--- config.mk ---
export PLATFORM = sky130hd
export DESIGN_NAME = pc_gen
export DESIGN_NICKNAME = d
export VERILOG_FILES = /design/src/rtl/pc_gen.sv
export SDC_FILE = /design/constraint.sdc
export NUM_CORES = 1
export LEC_CHECK = 0
export ABC_AREA = 1
export BUFFER_PORTS_ARGS = -buffer_cell sky130_fd_sc_hd__buf_2
export CAP_MARGIN = 20
export CELL_PAD_IN_SITES_DETAIL_PLACEMENT = 0
export CELL_PAD_IN_SITES_GLOBAL_PLACEMENT = 2
export CORE_ASPECT_RATIO = 2
export CORE_MARGIN = 4
export CORE_UTILIZATION = 24
export CTS_CLUSTER_SIZE = 16
export DETAILED_ROUTE_END_ITERATION = 16
export PLACE_DENSITY = 0.85
export SLEW_MARGIN = 20
export SYNTH_ARGS = -nofsm -noshare
export SYNTH_HDL_FRONTEND = slang
export SYNTH_SLANG_ARGS = --single-unit
--- constraint.sdc ---
create_clock -name clk -period 3.17 [get_ports clk]
set_input_delay 0.7925 -clock clk [delete_from_list [all_inputs] [get_ports clk]]
set_output_delay 0.7925 -clock clk [all_outputs]
set_load 0.02 [all_outputs]
--- src/rtl/pc_gen.sv ---
// Fetch PC generator: next-PC selection, EPC capture and user/handler mode.
// Drives the instruction memory address directly from the pc register.
module pc_gen #(
  parameter logic [31:0] RESET_PC      = 32'h0000_0000,
  parameter logic [31:0] EXC_VECTOR    = 32'h8000_0180,
  parameter logic [31:0] USER_LIMIT    = 32'h0000_0FFC,
  parameter logic [31:0] HANDLER_LIMIT = 32'h8000_057C
) (
  input  logic        clk,
  input  logic        rst,
  input  logic        stall,
  input  logic        branch_taken,
  input  logic [31:0] branch_target,
  input  logic        jump,
  input  logic [31:0] jump_target,
  input  logic        jr,
  input  logic [31:0] jr_target,
  input  logic        exception,
  input  logic [31:0] exc_pc,
  input  logic        eret,
  output logic [31:0] pc,
  output logic [31:0] pc_plus4,
  output logic [31:0] epc,
  output logic        in_handler,
  output logic        addr_err,
  output logic        exc_dropped
);

  typedef enum logic {
    USER    = 1'b0,
    HANDLER = 1'b1
  } mode_t;

  mode_t mode;

  logic exc_take;
  logic ret_take;

  assign exc_take = exception && (mode == USER);
  assign ret_take = eret && (mode == HANDLER);

  assign pc_plus4   = pc + 32'd4;
  assign in_handler = (mode == HANDLER);

  // Flag only; the pipeline raises the actual fetch exception.
  assign addr_err = (pc[1:0] != 2'b00)
    || ((mode == USER) && (pc > USER_LIMIT))
    || ((mode == HANDLER)
        && ((pc < EXC_VECTOR) || (pc > HANDLER_LIMIT)));

  always_ff @(posedge clk) begin
    if (rst) begin
      pc          <= RESET_PC;
      epc         <= 32'h0;
      mode        <= USER;
      exc_dropped <= 1'b0;
    end else begin
      exc_dropped <= exception && (mode == HANDLER);
      priority case (1'b1)
        exc_take: begin
          epc  <= exc_pc;
          pc   <= EXC_VECTOR;
          mode <= HANDLER;
        end
        ret_take: begin
          pc   <= epc;
          mode <= USER;
        end
        stall:        pc <= pc;
        jr:           pc <= jr_target;
        jump:         pc <= jump_target;
        branch_taken: pc <= branch_target;
        default:      pc <= pc_plus4;
      endcase
    end
  end

endmodule

# Word level (Yosys, flattened, before mapping)
# Cells that the tools add are included.
[totals]
input_bits = 136
ff_bits = 66
[classes]
reduce_logical = 11
order_cmp = 3
n_addsub = 1
n_eq_ne = 2
bitwise_logic = 1
mux = 8
[ops]
columns = ["operator", "count"]
rows = [
  ["32-bit two-way mux", 6],
  ["32-bit by 3-bit adder with 32-bit output (second input constant)", 1],
  ["32-bit by 12-bit greater-than comparator with 1-bit output (second input constant)", 1],
  ["32-bit greater-than comparator (second input constant)", 1],
  ["32-bit less-than comparator (second input constant)", 1],
  ["1-bit logical AND", 5],
  ["2-bit nonzero test", 2],
  ["1-bit logical OR", 3],
  ["3-bit by 1-bit inequality test with 1-bit output (second input constant)", 1],
  ["1-bit two-way mux", 2],
  ["2-bit by 1-bit inequality test with 1-bit output (second input constant)", 1],
  ["2-bit OR reduction", 1],
  ["1-bit NOT", 1],
]

# Depth between registers and ports, before layout
[depth]
word_depth = 7
mapped_depth = 12
mapped_depth_nobuf = 12

# Worst setup path after synthesis
# OpenSTA, ideal clock, no wires.
[synth_timing]
path_kind = "register to output"
from = "reg pc[2]"
to = "out pc_plus4[16]"
arrival_time_ns = 1.577
setup_slack_ns = 0.801
stages_incl_launch_ff = 6
required_time_ns = 2.378
path_cell_list = "dfxtp_1 > ha_1 > nand3_1 > nor2_2 > nand3_1 > xor2_1"
[synth_between]
elab_chain_cells = 1
[synth_rtl]
columns = ["element", "line_no", "source"]
rows = [
  ["from (decl)", "21", "output logic [31:0] pc,"],
  ["from (signal assigned)", "66", "pc <= epc;"],
  ["from (signal assigned)", "69", "stall: pc <= pc;"],
  ["from (signal assigned)", "70", "jr: pc <= jr_target;"],
  ["32-bit by 3-bit adder with 32-bit output", "42", "assign pc_plus4 = pc + 32'd4;"],
  ["to (decl)", "22", "output logic [31:0] pc_plus4,"],
]
# Every way passes these cells.

# Worst setup path after layout
# Ends and elaborated chain as after synthesis.

==> metrics.md <==
| Metric | Value |
|---|---|
| Status | `completed` |
| Fin crit share | `between 90% and 100%` |
| DIE WIDTH | `104.7 um` |
| Most common cell in the netlist | `nand2_1` |
| DP Cell Count | `1158` |
| Internal | `roughly 1.7 mW` |
| Max Clk Rate | `approximately 340 MHz` |
| Endpoints failing setup | `0` |
| Reg clk slew, reported paths | `60 ps` |
| Max-Slew Margin vs Limit | `43.20%` |
| Residual DRC count | `0` |
| CP Capture Type | `output pin` |
| Hold path cells | `2` |
| CTS Buf Count | `9` |
| Fin cells | `1172` |
| Clk pwr share | `35.3%` |
| Final antenna-violating net count | `0` |
| Synth area leader | `dfxtp_1` |
| I/O pins | `roughly 240` |
| CTS Sinks | `66` |
| Hold WC Path Type | `reg2reg` |
| Yosys top cell area share | `29.42%` |
| CTS tree | `done` |
| Post-synth EDFFs | `0` |
| Register share of total power | `38.4%` |
| Synth area leaders | `dfxtp_1 29%, nand2_1 16%, nor2_1 13%` |
| Reg2Reg Depth | `8` |
| Commonest cells in the netlist | `195 x nand2_1, 150 x nor2_1, 66 x dfxtp_1` |
| Largest net degree at the start of global routing | `38` |
| Post-CTS sizing | `0` |
| GP Congestion | `roughly 0.84` |
| CP Launch Type | `flop` |
| Power Density | `415.4 nW/um^2` |
| # rows | `70` |
| Worst Tran Pin Value | `851.0 ps` |
| Endpoints failing hold | `0` |
| Syn avg cell area | `slightly above 6 um^2` |
| Max VDD drop | `0.3047 mV` |
| Leak | `2.905 nW` |
| Core region area | `18310 um^2` |
| Initial antenna violation count | `2` |
| P_sw | `868.2 uW` |
| Clk Latency, worst-skew pair | `340 ps` |
| Min Tclk post-route | `about 2900 ps` |
| Gr usage total | `21.02%` |
| Iter 0 DRT Violations | `219` |
| Sum of negative setup slack | `0 ps` |
| Port bufs | `234` |
| Fillers | `roughly 2200` |
| Share of cells above drive strength 1 | `31.24%` |
| Starting Density | `between 20% and 30%` |
| Synth Instances | `734` |
| Syn-to-layout area delta | `35.46%` |
| Layout Skew | `7.814 ps` |
| Distinct cells, synth | `36` |
| Post-Syn Area | `4492 um^2` |
| Max FO, Critical Path | `6` |
| Clk buf depth | `2` |
| Global-route wire length before repair | `33.43 mm` |
| Worst EP arrival | `2150 ps` |
| Die height | `about 200 um` |
| GRT overflow | `0` |
| WL final | `22.83 mm` |
| CP required | `2380 ps` |
| Vias per std cell | `between 4 and 5` |
| Total number of vias | `5638` |
| Design area | `6085 um^2` |
| Maxcap violations | `0` |
| Dpl cell area | `5832 um^2` |
| Slew Limit Fails | `0` |
| Critical path class | `reg2out` |
| Dpl hpwl | `18.69 mm` |
| Switching share of power | `34.35%` |
| Sequential share of the synthesized area | `a little under 30%` |
| FF+latch count, synth | `66` |
| Cts-stage hold buffer count | `0` |
| Async SR Flop Fraction | `0%` |
| Most used DFF post-synth | `dfxtp_1` |
| DR WL/cell | `about 20 um` |
| Net Count, Synth | `around 870` |
| Total setup buffers inserted after CTS | `0` |
| Pre-Repair DR Iteration Count | `5` |
| Die area | `21100 um^2` |
| RSZ-0062 raised after global routing | `false` |
| Synth Warn # | `0` |
| Nets | `1090` |
| Combinational power share | `26.4%` |
| Vias in the first global route | `5883` |
| H-tree depth | `3` |
| Clock root buffer | `clkbuf_16` |
==> registers in the layout, summed over array words and instances, names as in the netlist, named ones only <==
| register | count |
|---|---|
| epc | 32 |
| pc | 30 |
| exc_dropped | 1 |
| in_handler | 1 |
==> path summary, 6_finish.rpt <==
path               start           end  slack [ps]
setup / recovery   pc[2]  pc_plus4[16]         230
setup reg to reg   pc[2]         pc[8]        1100
hold reg to reg   epc[1]        epc[1]         490
hold / removal    epc[1]        epc[1]         490
==> worst max-delay path, stage by stage (launching register included) <==
cell     delay (ps)
dfxtp_1         440
ha_1            280
nand3_1         190
nor2_2          210
nand3_1         180
xor2_1          280
buf_2           220
==> per-stage QoR <==
stage	worst slack, ps	utilization, %	power, mW	hold slack [ps]
2_1_floorplan	800.9	-	1.349	537.1
3_3_place_gp	629.1	31.86	1.660	480.0
3_5_place_dp	588.9	31.86	1.661	479.8
4_1_cts	214.0	33.21	2.561	488.2
5_1_grt	121.3	33.24	2.646	517.9
6_report	225.6	33.24	2.528	485.5
==> power by group through the flow <==
stage	Clock, mW	Sequential [mW]	Combinational, mW
floorplan	0	1.04	0.313
global placement	0	0.987	0.673
detailed placement	0	0.987	0.674
CTS	0.915	0.970	0.676
global route	0.935	0.979	0.731
finish	0.891	0.969	0.667
==> area by class of cell <==
class                           count  area [um^2]  share of cell area [%]
Clock buffer                       11        242.7                   3.989
Antenna cell                        2        5.005                 0.08225
Clock inverter                      1        5.005                 0.08225
Multi-Input combinational cell    566         2743                   45.08
Inverter                           65        244.0                   4.010
Tap cell                          216        270.3                   4.442
Sequential cell                    66         1321                   21.72
Timing Repair Buffer              245         1254                   20.60
==> cell families after synthesis <==
| logic type | after synthesis | synth area share [%] |
|---|---|---|
| AND/OR/NAND/NOR | 410 | 37.69 |
| adder cells (fa/ha/maj) | 1 | 0.2785 |
| AO/OA/AOI/OAI | 140 | 19.28 |
| buffers and inverters | 102 | 9.582 |
| flip-flops | 66 | 29.42 |
| XOR/XNOR | 15 | 3.761 |
==> per-layer routing <==
metal,share of wire [%],global-route usage (%),vias to the layer above
li1,-,-,2827
met1,35,20.73,2613
met2,57,41.38,156
met3,4.3,3.724,42
met4,4.0,9.573,0
met5,0,0,-
==> layout by cell type (no fill, tap or decap), types with 9 or more instances in the layout <==
cell and n:
buf_2 234, nand2_1 195, nor2_1 149, dfxtp_1 66, o21ai_0 63, inv_1 62
nand3_1 36, a21oi_1 32, o221a_2 14, buf_4 11, o211ai_1 10, clkbuf_16 9
(Power assumes the default switching activity.)
